File: src/rtl/ram_scanner.sv
// Reads every RAM word in address order and presents each one on a valid/ready output port.
// Latency: first word is valid 3 cycles after start is sampled; one word per 3 cycles at best.
// Backpressure: holds the current word stable until accepted; no new read issues until then.
// Optional running 8-bit checksum over each pass when RAM_SCANNER_CHECKSUM_EN is defined.
module ram_scanner #(
    parameter int ADDR_W = 5,
    parameter int DATA_W = 4
) (
    input  logic              clock,
    input  logic              reset,
    input  logic              start,
    input  logic              continuous,
    output logic [ADDR_W-1:0] mem_address,
    output logic              mem_wren,
    input  logic [DATA_W-1:0] mem_q,
    output logic              out_valid,
    input  logic              out_ready,
    output logic [DATA_W-1:0] out_data,
    output logic [ADDR_W-1:0] out_addr,
    output logic              busy,
    output logic              done
`ifdef RAM_SCANNER_CHECKSUM_EN
    ,
    output logic [7:0]        checksum
`endif
);

    localparam logic [1:0] IDLE = 2'd0;
    localparam logic [1:0] REQ  = 2'd1;
    localparam logic [1:0] CAPT = 2'd2;
    localparam logic [1:0] HOLD = 2'd3;

    localparam logic [ADDR_W-1:0] LAST_ADDR = '1;

    logic [1:0] state;
    logic       xfer;
    logic       at_last;

    // out_valid is only ever set in HOLD, so xfer implies HOLD.
    assign xfer     = out_valid & out_ready;
    assign at_last  = (mem_address == LAST_ADDR);
    assign mem_wren = 1'b0;
    assign busy     = (state != IDLE);

    // Scan sequencer: issue read, capture the returned word, hold it until accepted.
    always_ff @(posedge clock) begin
        if (reset) begin
            state       <= IDLE;
            mem_address <= '0;
            out_data    <= '0;
            out_addr    <= '0;
            out_valid   <= 1'b0;
            done        <= 1'b0;
        end else begin
            done <= 1'b0;
            case (state)
                IDLE: begin
                    if (start) begin
                        mem_address <= '0;
                        state       <= REQ;
                    end
                end
                // Address has been on the RAM port for one edge; data arrives next cycle.
                REQ: begin
                    state <= CAPT;
                end
                CAPT: begin
                    out_data  <= mem_q;
                    out_addr  <= mem_address;
                    out_valid <= 1'b1;
                    state     <= HOLD;
                end
                HOLD: begin
                    if (xfer) begin
                        out_valid <= 1'b0;
                        if (at_last) begin
                            // continuous only matters here, at the end of a pass.
                            done <= 1'b1;
                            if (continuous) begin
                                mem_address <= '0;
                                state       <= REQ;
                            end else begin
                                state <= IDLE;
                            end
                        end else begin
                            mem_address <= mem_address + 1'b1;
                            state       <= REQ;
                        end
                    end
                end
                default: begin
                    state <= IDLE;
                end
            endcase
        end
    end

`ifdef RAM_SCANNER_CHECKSUM_EN
    logic [7:0] word_ext;

    assign word_ext = 8'(out_data);

    // Running sum of accepted words; the address-0 word restarts the sum for a new pass.
    always_ff @(posedge clock) begin
        if (reset) begin
            checksum <= '0;
        end else if (xfer) begin
            if (out_addr == '0) begin
                checksum <= word_ext;
            end else begin
                checksum <= checksum + word_ext;
            end
        end
    end
`endif

endmodule

File: config.mk
export PLATFORM = sky130hd
export DESIGN_NAME = ram_scanner
export DESIGN_NICKNAME = d
export VERILOG_FILES = /design/src/rtl/ram_scanner.sv
export SDC_FILE = /design/constraint.sdc
export NUM_CORES = 1
export LEC_CHECK = 0
export BUFFER_PORTS_ARGS = -buffer_cell sky130_fd_sc_hd__buf_2
export CAP_MARGIN = 10
export CORE_MARGIN = 5
export CORE_UTILIZATION = 48
export CTS_CLUSTER_SIZE = 30
export DETAILED_ROUTE_END_ITERATION = 8
export GPL_TIMING_DRIVEN = 0
export PLACE_DENSITY = 0.84
export SKIP_LAST_GASP = 1
export SLEW_MARGIN = 5
export SYNTH_ARGS = -nofsm -noshare
export SYNTH_HDL_FRONTEND = slang
export SYNTH_SLANG_ARGS = --single-unit
File: constraint.sdc
create_clock -name clock -period 2.1 [get_ports clock]
set_input_delay 0 -clock clock [delete_from_list [all_inputs] [get_ports clock]]
set_output_delay 0 -clock clock [all_outputs]
set_load 0.1 [all_outputs]
==> results of run 1 <==
per-layer routing:
metal / GRT usage [%] / up-vias / share of wire [%]
met5: 0 / - / 0
met4: 6.383 / 0 / 1.9
met3: 3.989 / 4 / 6.1
met2: 28.24 / 21 / 51
met1: 16.32 / 336 / 41
li1: - / 381 / -
registers in the layout (all words and copies together), names as in the netlist:
name and count:
done 1, mem_address 5, out_addr 5, out_data 4
out_valid 1, state 2
critical path, cell delays in order (launching register included):
cell	delay, ns
dfxtp_2	0.36
ha_1	0.22
and3_1	0.19
ha_1	0.19
nor2b_1	0.17
o21a_1	0.21
o21bai_1	0.29
o21ai_1	0.09
power breakdown:
part,internal (mW),leakage (nW),switching (mW),total [mW]
clock network,0.105,0.0210,0.104,0.210
registers,0.377,0.147,0.0315,0.408
logic,0.155,0.347,0.406,0.561
logic make-up (layout without fill, tap and decap cells):
kind of cell             count (synthesis)  in the layout
buffers and inverters                   11             45
other                                    1              1
adder cells (fa/ha/maj)                  5              5
multiplexers                            11             11
AND/OR/NAND/NOR                         30             30
AO/OA/AOI/OAI                           17             17
flip-flops                              18             18
final cells by class:
class,instances,area (µm²),share of cell area [%]
tap,25,31.28,2.831
timing repair buffer,30,180.2,16.31
clock buffer,4,36.28,3.284
sequential,18,362.8,32.84
multi-input combinational,64,439.2,39.75
buffer,5,32.53,2.945
inverter,6,22.52,2.039
layout by cell type, fill, tap and decap left out:
master / Yosys / layout
a211oi_1: 1 / 1
a31oi_1: 1 / 1
nor3_1: 1 / 1
o21a_1: 1 / 1
mux2i_1: 11 / 11
o21bai_1: 2 / 2
inv_1: 6 / 6
nand2_1: 5 / 5
clkbuf_4: 0 / 3
nor4b_2: 1 / 1
and2b_1: 2 / 2
clkbuf_1: 1 / 1
buf_6: 1 / 1
a21oi_1: 6 / 6
and4bb_2: 1 / 1
or3b_1: 1 / 1
ha_1: 5 / 5
and2_1: 1 / 1
and3_1: 1 / 1
o21ai_2: 1 / 1
buf_4: 1 / 1
nand3_1: 2 / 2
nor2b_1: 1 / 1
nor2_1: 13 / 13
dlygate4sd3_1: 0 / 6
nor3_2: 1 / 1
conb_1: 1 / 1
clkbuf_8: 0 / 1
o21ai_1: 5 / 5
dfxtp_1: 18 / 16
buf_2: 2 / 26
dfxtp_2: 0 / 2
repair_timing:
action	in CTS	in global routing
endpoints found under the hold margin	7	0
hold buffers	6	0
buffers inserted	0	0
worst min-delay path by stage:
stage / startpoint / to / slack (ns) / depth (start not counted)
3_5_place_dp: mem_q[0] / out_data[0]$_SDFFE_PP0P_ / 0.25 / 3
3_3_place_gp: mem_q[3] / out_data[3]$_SDFFE_PP0P_ / 0.24 / 3
5_1_grt: out_ready / out_valid$_SDFFE_PP0P_ / 0.09 / 4
4_1_cts: out_ready / out_valid$_SDFFE_PP0P_ / 0.05 / 4
6_report: out_ready / out_valid$_SDFFE_PP0P_ / 0.07 / 4
2_1_floorplan: mem_q[0] / out_data[0]$_SDFFE_PP0P_ / 0.15 / 2
stage by stage:
stage / setup slack [ns] / instance area (µm²) / cells / utilization (%)
finish: 0.2734 / 1105 / 152 / 64.69
global route: 0.1764 / 1105 / 152 / 64.69
CTS: 0.2764 / 1105 / 152 / 64.69
detailed placement: 0.2947 / 1008 / 142 / 59.05
global placement: 0.3357 / 1008 / 142 / 59.05
floorplan: 0.003044 / 857.1 / 93 / -
==> flow_metrics.env, run 1 <==
export IMPL_status="finished clean"
export IMPL_synth_mux_area_share_pct=12.88
export IMPL_gp_congestion=0.7154
export IMPL_cp_arrival_ns=2.00
export IMPL_post_cts_resized=0
export IMPL_timing_fmax_ghz=0.5475
export IMPL_die_y_um=52.20
export IMPL_critPathRequiredTime_ns=2.27
export IMPL_cts_buffers=3
export IMPL_finalHoldViolCount=0
export IMPL_overflow=0
export IMPL_portBuffers=24
export IMPL_async_flop_share_pct=0
export IMPL_ant_nets=0
export IMPL_period_minus_slack_ns=1.827
export IMPL_clock_sinks=18
export IMPL_clk_pin_slew_ns=0.11
export IMPL_vias=742
export IMPL_worst_setup_path_type="register to register"
export IMPL_firstDrtPassIters=4
export IMPL_worstPathMaxFanout=5
export IMPL_reg2reg_depth=7
export IMPL_cp_end_kind="register"
export IMPL_std_cell_rows=15
export IMPL_hp_class="input pin to register"
export IMPL_ys_ff_latch=18
export IMPL_routed_wl_um=1799
export IMPL_rsz0062_at_grt="false"
export IMPL_synth_top_area_cell="dfxtp_1"
export IMPL_antenna_found_initial=0
export IMPL_clockBufferDepth=2
export IMPL_grt_use_total_pct=15.33
export IMPL_fin_total_pwr_mw=1.179
export IMPL_synth_commonest_cells="dfxtp_1 (18), nor2_1 (13), mux2i_1 (11), a21oi_1 (6), inv_1 (6)"
export IMPL_r2r_setup_slack_ns=0.27
export IMPL_nets=142
export IMPL_synth_enable_flop_cells=0
export IMPL_synth_compound_area_share_pct=11.71
export IMPL_core_area_mm2=0.001708
export IMPL_drt_iter0_drc=7
export IMPL_yosysMostFrequentCell="dfxtp_1"
export IMPL_final_setup_tns_ns=0
export IMPL_r2r_start="mem_address[0]$_SDFFE_PP0P_"
export IMPL_viasPerCell=4.882
export IMPL_power_density_mw_per_mm2=1067
export IMPL_vdd_drop_max_mv=0.8394
export IMPL_drc=0
export IMPL_avgSynthCellArea_um2=9.189
export IMPL_first_global_vias=752
export IMPL_dpl_hpwl_um=1326
export IMPL_wl_per_cell_um=11.84
export IMPL_finalHoldWorstSlack_ns=0.06765
export IMPL_start_util_pct=50.04
export IMPL_leakage_nw=0.5152
export IMPL_num_antenna_cells=0
export IMPL_cap_viol_max_count=0
export IMPL_slew_viol_final=0
export IMPL_synthSimpleGateAreaFrac_pct=19.03
export IMPL_period_share_pct=86.98
export IMPL_synth_top_area_share_pct=42.17
export IMPL_syn_num_nets=107
export IMPL_die_w_um=52.20
export IMPL_cts_tree="yes"
export IMPL_synthTopCellsByArea="dfxtp_1 (42%), mux2i_1 (13%), ha_1 (7.3%)"
export IMPL_setup_worst_path_end="mem_address[3]$_SDFFE_PP0P_"
export IMPL_areaGrowthSynthToFinish_pct=29.28
export IMPL_synth_top_flop_cell="dfxtp_1"
export IMPL_netlist_cell_type_count=28
export IMPL_crit_start="mem_address[0]$_SDFFE_PP0P_"
export IMPL_cts_max_level=1
export IMPL_netlist_area_um2=854.6
export IMPL_seq_area_frac_synth_pct=42.17
export IMPL_grt_pass1_wl_um=3153
export IMPL_synthCells=93
export IMPL_fp_dieArea_mm2=0.002724
export IMPL_fill_cells=132
export IMPL_synth_adder_area_share_pct=7.321
export IMPL_setup_violations_final=0
export IMPL_clk_latency_ns=0.29
export IMPL_grt_max_degree=11
export IMPL_synthXorXnorAreaFrac_pct=0
export IMPL_pin_count=27
export IMPL_yosys_warnings=0
export IMPL_synth_top_family_by_area="simple AND/OR/NAND/NOR gates"
export IMPL_cp_start_kind="register"
export IMPL_reg2reg_to="mem_address[3]$_SDFFE_PP0P_"
export IMPL_cts_root_buffer="clkbuf_4"
export IMPL_layout_drive_gt1_share_pct=29.92
export IMPL_skew_ns=0.008988
No activity file was read; power rests on OpenSTA's default activity.
==> run 2: changes to the inputs <==
Settings changed: CORE_UTILIZATION 48 to 51, CTS_BUF_LIST from default to sky130_fd_sc_hd__clkbuf_4, PLACE_DENSITY 0.84 to 0.88.
==> flow_metrics.env, run 2 (synthesis gave the netlist of run 1 again) <==
export IMPL_dpl_hpwl_um=1329
export IMPL_cts_max_level=1
export IMPL_firstDrtPassIters=2
export IMPL_cts_hold_buf=6
export IMPL_slew_viol_final=0
export IMPL_grt_use_total_pct=14.94
export IMPL_multi_input_area_um2=439.2
export IMPL_core_area_mm2=0.001541
export IMPL_leakage_nw=0.5096
export IMPL_fill_cells=123
export IMPL_fin_total_pwr_mw=1.157
export IMPL_finalHoldViolCount=0
export IMPL_gp_congestion=0.7291
export IMPL_start_util_pct=55.44
export IMPL_r2r_setup_slack_ns=0.28
export IMPL_viasPerCell=5.238
export IMPL_worstPathMaxFanout=5
export IMPL_cts_buffers=3
export IMPL_setup_violations_final=0
export IMPL_biggestRegsByFlops="mem_address: 5 flops, out_addr: 5 flops, out_data: 4 flops"
export IMPL_worst_setup_path_type="register to register"
export IMPL_vdd_drop_max_mv=0.7763
export IMPL_period_share_pct=86.47
export IMPL_clk_pin_slew_ns=0.10
export IMPL_drc=0
export IMPL_ant_nets=0
export IMPL_die_w_um=50.94
export IMPL_fp_dieArea_mm2=0.002594
export IMPL_cp_arrival_ns=2.01
export IMPL_vias=749
export IMPL_post_cts_resized=0
export IMPL_areaGrowthSynthToFinish_pct=26.79
export IMPL_antenna_found_initial=0
export IMPL_pin_count=27
export IMPL_skew_ns=0.005559
export IMPL_layout_commonest_cell="buf_2"
export IMPL_clk_latency_ns=0.30
export IMPL_first_global_vias=687
export IMPL_num_antenna_cells=0
export IMPL_cap_viol_max_count=0
export IMPL_timing_fmax_ghz=0.5507
export IMPL_final_setup_tns_ns=0
export IMPL_die_y_um=50.94
export IMPL_clockBufferDepth=2
export IMPL_hp_class="input pin to register"
export IMPL_power_density_mw_per_mm2=1068
export IMPL_cp_start_kind="register"
export IMPL_status="finished clean"
export IMPL_cp_end_kind="register"
export IMPL_critPathRequiredTime_ns=2.29
export IMPL_rsz0062_at_grt="false"
export IMPL_std_cell_rows=14
export IMPL_nets=142
export IMPL_overflow=0
export IMPL_wl_per_cell_um=12.90
export IMPL_layout_drive_gt1_share_pct=29.13
export IMPL_portBuffers=24
export IMPL_ff_latch_area_um2=362.8
export IMPL_routed_wl_um=1845
export IMPL_layout_common_cells="buf_2 (26), dfxtp_1 (16), nor2_1 (13), mux2i_1 (11)"
export IMPL_cts_root_buffer="clkbuf_4"
export IMPL_cts_setup_buffers=0
export IMPL_clock_sinks=18
export IMPL_grt_max_degree=11
export IMPL_cts_tree="yes"
export IMPL_drt_iter0_drc=17
export IMPL_period_minus_slack_ns=1.816
export IMPL_grt_pass1_wl_um=3001
run 2: cell types whose count changed in the layout (fill, tap and decap cells not counted), sizes merged:
cell / delta
clkinv: +1
clkbuf: -1
run 2: per-layer routing:
layer	part of all wire, %	vias to the layer above	GRT usage, %
met5	0	-	0
met4	0.81	0	3.830
met3	6.7	3	3.779
met2	50	22	25.00
met1	42	346	19.04
li1	-	378	-
run 2: worst max-delay path, cell delays in order (launching register included):
cell and delay [ns]:
dfxtp_2 0.36, ha_1 0.22, and3_1 0.19, ha_1 0.19, nor2b_1 0.17, o21a_1 0.21
o21bai_1 0.28, o21ai_1 0.09
run 2: report_power, final:
part           leakage (nW)  switching [mW]  total (mW)  internal [mW]
Sequential            0.147          0.0303       0.407          0.377
Clock                0.0154           0.110       0.179         0.0693
Combinational         0.347           0.415       0.571          0.156
run 2: per-stage QoR:
| stage | hold WS, ns | utilization (%) | setup slack [ns] | area (µm²) | cells |
|---|---|---|---|---|---|
| 2_1_floorplan | 0.1472 | - | 0.003044 | 857.1 | 93 |
| 3_3_place_gp | 0.2324 | 64.69 | 0.3313 | 997.2 | 133 |
| 3_5_place_dp | 0.2534 | 64.69 | 0.2925 | 997.2 | 133 |
| 4_1_cts | 0.03749 | 70.29 | 0.2761 | 1084 | 143 |
| 5_1_grt | 0.07833 | 70.29 | 0.1537 | 1084 | 143 |
| 6_report | 0.03434 | 70.29 | 0.2842 | 1084 | 143 |
run 2: cell type report:
class	count	area share, %
Tap cell	16	1.848
Multi-Input combinational cell	64	40.53
Buffer	5	3.002
Clock inverter	1	0.3464
Clock buffer	3	2.079
Timing Repair Buffer	30	16.63
Sequential cell	18	33.49
Inverter	6	2.079
run 2: worst paths after layout:
path                                                     to  cells after the start                        start
worst max-delay path            mem_address[0]$_SDFFE_PP0P_                      7  mem_address[0]$_SDFFE_PP0P_
worst min-delay path                 out_valid$_SDFFE_PP0P_                      4                    out_ready
worst max register to register  mem_address[0]$_SDFFE_PP0P_                      7  mem_address[0]$_SDFFE_PP0P_
worst min register to register     out_addr[3]$_SDFFE_PP0P_                      2     out_addr[3]$_SDFFE_PP0P_
